File: src/rtl/stack_arb_pkg.sv
// Shared encodings for the stack arbiter: FSM states, op codes, default depth.
package stack_arb_pkg;

    typedef enum logic [1:0] {
        IDLE   = 2'd0,
        CMD    = 2'd1,
        SETTLE = 2'd2
    } state_t;

    localparam logic OP_PUSH = 1'b1;
    localparam logic OP_POP  = 1'b0;

    localparam int DEFAULT_DEPTH = 8;

endpackage

File: src/rtl/stack_arb_pick.sv
// Two-way picker: turns the request pair and a favour pointer into a one-hot winner.
// Purely combinational; no backpressure, a lone request always wins.
module stack_arb_pick
    import stack_arb_pkg::*;
(
    input  logic [1:0] req,
    input  logic       ptr,
    output logic [1:0] win
);

    // A single active request is already one-hot; only a tie consults the pointer.
    always_comb begin
        win = req;
        if (req == 2'b11) begin
            win = ptr ? 2'b10 : 2'b01;
        end
    end

endmodule

File: src/rtl/stack_arbiter.sv
// Arbitrates two push/pop requesters onto one stack and tracks its occupancy.
// Latency: req sampled in IDLE, gnt/nack + command next cycle, next sample 3 cycles on.
// Backpressure: requesters hold req until gnt/nack; STACK_ARB_RR_EN selects round-robin.
module stack_arbiter
    import stack_arb_pkg::*;
#(
    parameter int DEPTH = DEFAULT_DEPTH,
    parameter int CW    = 4
) (
    input  logic          clk,
    input  logic          reset,
    input  logic [1:0]    req,
    input  logic [1:0]    op,
    output logic [1:0]    gnt,
    output logic [1:0]    nack,
    output logic          pushenbl,
    output logic          popenbl,
    output logic [CW-1:0] count,
    output logic          full,
    output logic          empty,
    output logic          busy
);

    localparam logic [CW-1:0] FULL_CNT = CW'(DEPTH);

    state_t     state, state_nxt;
    logic [1:0] win;
    logic       ptr;
    logic       win_op;
    logic       legal;
    logic [1:0] gnt_nxt, nack_nxt;
    logic       push_nxt, pop_nxt;

`ifdef STACK_ARB_RR_EN
    logic ptr_q;

    // After serving requester 0 favour requester 1, and vice versa.
    always_ff @(posedge clk) begin
        if (reset) begin
            ptr_q <= 1'b0;
        end else if (state == CMD) begin
            ptr_q <= gnt[0] | nack[0];
        end
    end

    assign ptr = ptr_q;
`else
    assign ptr = 1'b0;
`endif

    stack_arb_pick u_pick (
        .req (req),
        .ptr (ptr),
        .win (win)
    );

    always_comb begin
        state_nxt = state;
        gnt_nxt   = 2'b00;
        nack_nxt  = 2'b00;
        push_nxt  = 1'b0;
        pop_nxt   = 1'b0;
        win_op    = win[1] ? op[1] : op[0];
        legal     = (win_op == OP_PUSH) ? (count < FULL_CNT) : (count != '0);
        case (state)
            IDLE: begin
                if (req != 2'b00) begin
                    state_nxt = CMD;
                    if (legal) begin
                        gnt_nxt  = win;
                        push_nxt = (win_op == OP_PUSH);
                        pop_nxt  = (win_op == OP_POP);
                    end else begin
                        nack_nxt = win;
                    end
                end
            end
            CMD:     state_nxt = SETTLE;
            SETTLE:  state_nxt = IDLE;
            default: state_nxt = IDLE;
        endcase
    end

    // Commands are only ever high during CMD, so count moves at the end of CMD.
    always_ff @(posedge clk) begin
        if (reset) begin
            state    <= IDLE;
            gnt      <= 2'b00;
            nack     <= 2'b00;
            pushenbl <= 1'b0;
            popenbl  <= 1'b0;
            count    <= '0;
        end else begin
            state    <= state_nxt;
            gnt      <= gnt_nxt;
            nack     <= nack_nxt;
            pushenbl <= push_nxt;
            popenbl  <= pop_nxt;
            if (pushenbl) begin
                count <= count + CW'(1);
            end else if (popenbl) begin
                count <= count - CW'(1);
            end
        end
    end

    assign full  = (count == FULL_CNT);
    assign empty = (count == '0);
    assign busy  = (state != IDLE);

endmodule

File: config.mk
export PLATFORM = sky130hd
export DESIGN_NAME = stack_arbiter
export DESIGN_NICKNAME = d
export VERILOG_FILES = /design/src/rtl/stack_arb_pkg.sv /design/src/rtl/stack_arb_pick.sv /design/src/rtl/stack_arbiter.sv
export SDC_FILE = /design/constraint.sdc
export NUM_CORES = 1
export LEC_CHECK = 0
export ABC_AREA = 1
export CAP_MARGIN = 20
export CELL_PAD_IN_SITES_DETAIL_PLACEMENT = 1
export CELL_PAD_IN_SITES_GLOBAL_PLACEMENT = 1
export CORE_MARGIN = 2
export CORE_UTILIZATION = 32
export CTS_CLUSTER_DIAMETER = 120
export CTS_CLUSTER_SIZE = 8
export DETAILED_ROUTE_END_ITERATION = 6
export GPL_ROUTABILITY_DRIVEN = 0
export PLACE_DENSITY = 0.88
export SLEW_MARGIN = 10
export SYNTH_ARGS = -nofsm -noshare
export SYNTH_HDL_FRONTEND = slang
export SYNTH_HIERARCHICAL = 1
export SYNTH_SLANG_ARGS = --single-unit
File: constraint.sdc
create_clock -name clk -period 4 [get_ports clk]
set_input_delay 0.8 -clock clk [delete_from_list [all_inputs] [get_ports clk]]
set_output_delay 0.8 -clock clk [all_outputs]
set_load 0.005 [all_outputs]
Yosys cells after proc, flatten, opt, wreduce, memory -nomap -nowiden
Index checks and enable logic that the tools add are counted.
- eq/ne operators: 4
- add/sub/neg operators: 2
- bitwise operators: 4
- $lt $le $gt $ge: 1
- reduce and logical (&&, ||, !) cells: 8
- multiplexer cells: 7
- operator list (kind ; number):
    $mux 4 ; 2
    $reduce_or 4->1 ; 2
    $reduce_bool 2->1 ; 3
    $add 4x1->4 const B ; 1
    $eq 4x4->1 const B ; 1
    $logic_not 4->1 ; 1
    $lt 4x4->1 const B ; 1
    $mux 2 ; 2
    $not 1->1 ; 4
    $pmux 2 s2 ; 1
    $reduce_bool 4->1 ; 1
    $sub 4x1->4 const B ; 1
    $eq 2x1->1 const B ; 1
    $eq 2x2->1 const B ; 1
    $logic_not 2->1 ; 1
    $mux 1 ; 2
    $ne 2x2->1 const B ; 1
- output and inout bits: 13
- word-level logic and storage cells: 32
- input port bits: 6
- register bits after elaboration: 12

Depth between registers and ports, before layout
- depth after elaboration: 6
- depth in mapped cells: 9
- depth with buffers taken out: 9

Modules after synthesis
Netlist, hierarchy kept.
- modules (own cells, without submodules) (module ; instances ; seq. area each (µm²) ; area each (µm²) ; cells an instance):
    stack_arbiter ; 1 ; 240.2 ; 553.0 ; 71
    stack_arb_pick ; 1 ; 0.0 ; 21.3 ; 5

Worst setup path after synthesis
No wires, ideal clock.
- kind: register to output
- start: register count[3]
- end: output full
- setup slack: 2.493 ns
- cell stages (with the launch flop): 3
- arrival: 0.707 ns
- required time: 3.200 ns
- path through: dfxtp_1 -> inv_1 -> nor4_1
- longest elaborated chain between the ends: 1
- RTL lines (item ; RTL line ; text):
    start: declaration ; stack_arbiter.sv:18 ; output logic [CW-1:0] count,
    start signal: assignment ; stack_arbiter.sv:100 ; count <= count + CW'(1);
    start signal: assignment ; stack_arbiter.sv:102 ; count <= count - CW'(1);
    $eq 4x4->1 ; stack_arbiter.sv:107 ; assign full = (count == FULL_CNT);
    end: declaration ; stack_arbiter.sv:19 ; output logic full,
No other way between the ends.

Worst setup path after layout
Same ends and word-level chain as after synthesis.

==> impl_metrics.yaml <==
place:
  dp_hpwl_mm: 1.05
  io_buffers: 18
route:
  drc: 0
  drt-initial-drc-count: 3
  antenna_left: 0
  via_count: 549
  routed_wl_mm: 1.22
  vias_per_cell: 4.43
  dr.pass1.iters: 4
  wl_per_cell_um: 9.81
die:
  core.rowCount: 15
  dieArea_um2: 2150
  fp.coreArea_um2: 1710
  initial_core_util_pct: 33.6
  ios: 19
  dieWidth_um: 46.4
  die_y_um: 46.4
worst_setup_path:
  rrSetupSlack_ns: 2.59
  worstReg2RegEnd: "count[3]"
  worst_setup_path_end_kind: "primary output"
  crit_required_ns: 3.20
  crit_arrival_ns: 1.51
  rr_startpoint: "pushenbl"
  worstSetupStartpointType: "flip-flop"
  crit_fanout: 5
  ff2ff_path_depth: 6
  critPathKind: "flip-flop to primary output"
finish:
  diodes: 0
  drive_above_1_share_pct: 13.1
  area_growth_pct: 43.8
  nNetsFinal: 109
  utilization_pct: 48.4
yosys:
  yosysSeqAreaShare_pct: 41.8
  yosysTopAreaCellShare_pct: 41.8
  synth_top_cells_by_area: "dfxtp_1 (42%), nor2_1 (7.8%), nand2_1 (7.2%)"
  async_flop_share_pct: 0
  syn-cell-area_um2: 574
  syn_inst: 76
  synth-edff-count: 0
  synth.avg_cell_area_um2: 7.56
  synth_warnings: 6
  synth_flop_cell: "dfxtp_1"
  ys_types: 22
  ys_ff_latch: 12
  yosys.area.top_type: "dfxtp_1"
grt:
  first_global_vias: 498
  grt_max_degree: 9
  track_usage_pct: 13.0
  antenna_found_initial: 0
  grt.overflow.total: 0
  grt_first_pass_wirelength_mm: 1.97
worst_hold_path:
  min_to: "state[1]"
  hold_depth: 1
  hp-class: "flip-flop to flip-flop"
  min_from: "state[1]"
timing:
  fmax_mhz: 433
  setup_violations: 0
  fin_setup_tns_ns: 0
  min_period_over_period_pct: 57.7
  rsz0062_at_grt: "false"
  slew_violations: 0
  hold_viol: 0
  fin_skew_ns: 0.00285
  min_period_ns: 2.31
power_and_ir_drop:
  clockPowerShare_pct: 23.3
  ir_drop_mv: 0.213
  p_int_w: 0.000271
  power_w: 0.000398
  switchingPower_w: 0.000127
  p_sw_share_pct: 31.8
  combPwrFrac_pct: 38.5
  p_leak_nw: 0.364
  powerDensity_nw_per_um2: 482
  seq_power_share_pct: 38.2
clock_tree:
  cts_root_buf: "clkbuf_4"
  cts_num_sinks: 12
  worstSkewPairLatency_ns: 0.26
  htreeDepth: 1
  path_clk_slew_ns: 0.07
  cts_tree: "yes"
  cts_resized: 0
  cts_inserted_buffers: 3
  cts_hold_buf: 0
  cts_buffer_depth: 2
  post_cts_buffers: 0
run_status:
  status: "completed"
run:
  maxCapViolCount: 0
-- area by class of cell --
type	instances	area, um^2
Tap cell	25	31.3
Sequential cell	12	240
Inverter	12	46.3
Timing Repair Buffer	18	180
Fill cell	214	882
Clock buffer	4	36.3
Multi-Input combinational cell	53	292
-- sequential cells by signal, summed over array words and instances (netlist names) --
| signal | count |
|---|---|
| state | 2 |
| count | 4 |
| pushenbl | 1 |
| gnt | 2 |
| nack | 2 |
| popenbl | 1 |
-- power by group through the flow --
stage / Clock, W / Sequential, W / Combinational [W]
after floorplan: 0 / 0.000153 / 0.0000854
after detailed placement: 0 / 0.000155 / 0.000155
after global placement: 0 / 0.000154 / 0.000150
final: 0.0000928 / 0.000152 / 0.000153
after global routing: 0.000103 / 0.000156 / 0.000174
after CTS: 0.0000960 / 0.000153 / 0.000156
-- stage by stage --
step           worst slack (ns)  cell area, um^2  std cells  hold slack, ns
2_1_floorplan              2.49              578         77           0.391
3_3_place_gp               1.92              790        120           0.400
3_5_place_dp               1.81              790        120           0.408
4_1_cts                    1.68              826        124           0.424
5_1_grt                    1.56              826        124           0.454
6_report                   1.69              826        124           0.418
-- worst max-delay path by stage --
stage                        start       to  slack, ns  cells after the start
final                     count[3]     full       1.69                      3
after global routing      count[3]     full       1.56                      3
after CTS                 count[3]     full       1.68                      3
after detailed placement    req[0]  nack[0]       1.81                      7
after global placement      req[0]  nack[0]       1.92                      7
after floorplan           count[3]     full       2.49                      2
-- layout by cell type (no fill, tap or decap) --
cell / count
or2_4: 1
nor3_1: 2
clkdlybuf4s50_1: 18
o211ai_1: 1
nor4_1: 1
inv_1: 9
clkbuf_8: 1
dfxtp_1: 12
nor2_2: 1
clkinv_2: 1
nand3_1: 5
nor2_1: 12
inv_2: 2
nand2_4: 1
o21ai_0: 3
nand2_2: 2
clkbuf_4: 3
nor2_4: 1
nand2_1: 11
o21ai_1: 1
conb_1: 2
fa_1: 1
xnor2_1: 1
ha_1: 2
a21oi_1: 5
-- routing by layer --
| layer | vias up | share of wire [%] | global-route usage (%) |
|---|---|---|---|
| met3 | 2 | 4.7 | 3.53 |
| met1 | 247 | 45 | 15.7 |
| met2 | 15 | 50 | 22.5 |
| met4 | 0 | 0.41 | 3.43 |
| met5 | - | 0 | 0 |
| li1 | 285 | - | - |
-- cells in the mapped netlist, types with 2 or more instances --
cell type and count:
o21ai_0 3, ha_1 2, a21oi_1 5, nand3_1 5, dfxtp_1 12, nand2_2 2, inv_2 2, inv_1 9
nand2_1 11, nor3_1 2, nor2_1 12
-- worst max-delay path, stage by stage, from the launching register on --
cell and delay (ns):
dfxtp_1 0.40, inv_1 0.08, nor4_1 0.22, clkdlybuf4s50_1 0.54
-- cells by family after synthesis --
group / count (synthesis) / synth area share [%]
and+or+nand+nor: 37 / 30.9
buffers and inverters: 12 / 8.06
DFF: 12 / 41.8
AOI/OAI and AO/OA: 10 / 9.15
adders and majority gates: 3 / 7.84
xor gates and xnor gates: 1 / 1.53
other: 1 / 0.653
Power figures use the tool's default switching activity.
==> variant: new RTL, config.mk and constraints unchanged <==
Set the parameter `CW` to 8 (it was 4).
--- a/src/rtl/stack_arbiter.sv
+++ b/src/rtl/stack_arbiter.sv
@@ -7,3 +7,3 @@
     parameter int DEPTH = DEFAULT_DEPTH,
-    parameter int CW    = 4
+    parameter int CW    = 8
 ) (
Interface: changed (resized count); port bits go from 19 to 23. The function was not compared with the original's and may differ.
==> variant against the unedited design <==
Via count rose by 73%. Total power up 93%. Sequential cell count rose by 4. Fmax fell by 12%. Clock power increased by 15%. Largest cell class unchanged. Wire length rose by 120%. Clock skew is 0.0018 ns lower. Final area up 52%. Highest routed layer unchanged. Area after synthesis rose by 66%. Combinational power rose to 2.9 times the old value. Setup slack got worse by 0.31 ns.
==> variant: results (changes against the unedited design) <==
* Status: complete, no violations
* Nets at 178 (+63%)
* Clock Latency Late Sink at 0.28 ns (+0.02 ns)
* Placement Cell Area at 1220 um2 (+54%)
* Iter 0 DRT Violations at 19 (+16)
* Leak pwr at 0.608 nW (+67%)
* Biggest register: count
* Placed insts at 191 (+59%)
* Commonest cells post-synth: nand2_1 (26), inv_1 (21), dfxtp_1 (16), nor2_1 (16), nand3_1 (9)
* First-pass GRT wire length at 4.51 mm (+130%)
* R2r endpoint: count[7]$_SDFFE_PP0P_
* Synth top area cells: dfxtp_1 (34%), nand2_1 (10%), inv_1 (8.3%)
* RR Startpoint: pushenbl$_SDFF_PP0_
* Total CTS buffers at 3 (unchanged)
* Seq/Total Area, Yosys at 0.336 (-0.0823)
* Worst Clk Skew at 0.00106 ns (-0.00179 ns)
* DR WL/cell at 13.6 um (+39%)
* Yosys cell types at 24 (+9.1%)
* Number of diodes at 0 (unchanged)
* Crit path to: full
* Critical Path Source: count[0]$_SDFFE_PP0P_
* Post_cts resized at 0 (unchanged)
* Worst Reg-to-Reg Cells at 8 (+2)
* Largest net degree at the start of global routing at 10 (+1)
* Port Buffer Count at 22 (+4)
* Clock root buffer: clkbuf_4
* Vias in the first global route at 1024 (+110%)
* CP Data Arrival Time at 1.82 ns (+0.31 ns)
* Layout cell share with drive strength beyond 1 at 0.128 (-0.00326)
* Number of synthesis warnings at 6 (unchanged)
* Crit path time final at 2.62 ns (+0.310 ns)
* Top fanout value on the critical path at 6 (+1)
* Number of setup buffers added after CTS at 0 (unchanged)
* Asr flop ratio synth at 0 (unchanged)
* Clock Pin Slew Worst Setup and Hold Paths at 0.09 ns (+0.02 ns)
* Cells after Synth at 137 (+80%)
* H-tree levels at 1 (unchanged)
* EDFF count, synth at 0 (unchanged)
* Worst slack, placed at 1.66 ns (-0.151 ns)
* DR vias/cell at 4.87 (+10%)
* HP Class: flip-flop to flip-flop
* Layout Cells excl Fill at 195 (+57%)
* Initial antenna violation count at 0 (unchanged)
* Max FFs per register at 8 (+4)
* GRT Total Usage at 0.174 (+0.0438)
* Clk buf depth at 2 (unchanged)
* Dpl hpwl at 2.14 mm (+100%)
* Worst reg2reg setup slack at 2.28 ns (-0.31 ns)
* Drt pass-1 iters at 4 (unchanged)
* Max VDD drop at 0.000301 V (+41%)
variant: cells by family (layout without fill, tap and decap cells):
kind of cell             Yosys count  after routing  synth area share
AND/OR/NAND/NOR                   68             68             0.343
XOR/XNOR                           3              3            0.0276
AO/OA/AOI/OAI                     16             16            0.0879
buffers and inverters             26             52             0.102
adder cells (fa/ha/maj)            7              7            0.0997
other                              1              2           0.00393
flip-flops                        16             16             0.336
variant: layer usage:
layer | vias to the layer above | track usage | part of all wire
met5 | - | 0 | 0
met4 | 0 | 0.0584 | 0.012
met3 | 4 | 0.0374 | 0.042
met2 | 19 | 0.323 | 0.51
met1 | 445 | 0.195 | 0.44
li1 | 482 | - | -
variant: worst min-delay path by stage:
stage          slack [ns]               endpoint  depth (start not counted)                  start
2_1_floorplan        0.39  state[1]$_SDFFE_PP0P_                          1  state[1]$_SDFFE_PP0P_
3_3_place_gp         0.40  state[1]$_SDFFE_PP0P_                          1  state[1]$_SDFFE_PP0P_
3_5_place_dp         0.41  state[1]$_SDFFE_PP0P_                          1  state[1]$_SDFFE_PP0P_
4_1_cts              0.42  state[1]$_SDFFE_PP0P_                          1  state[1]$_SDFFE_PP0P_
5_1_grt              0.46  state[1]$_SDFFE_PP0P_                          1  state[1]$_SDFFE_PP0P_
6_report             0.42  state[1]$_SDFFE_PP0P_                          1  state[1]$_SDFFE_PP0P_
variant: layout make-up:
class / instances / area [um2]
inverters: 26 / 97.6
clock buffers: 4 / 36.3
flip-flops and latches: 16 / 320
multi-input cells: 96 / 539
well taps: 31 / 38.8
fillers: 354 / 1550
repair buffers: 22 / 220
variant: critical path: stages, from the launching register on:
cell             delay, ns
dfxtp_1               0.38
or2_1                 0.27
nor4_1                0.31
clkdlybuf4s50_1       0.57
variant: report_power, final:
part / internal [mW] / switching, mW / leakage [nW]
registers: 0.187 / 0.0310 / 0.131
logic: 0.194 / 0.249 / 0.456
clock network: 0.0554 / 0.0516 / 0.0210
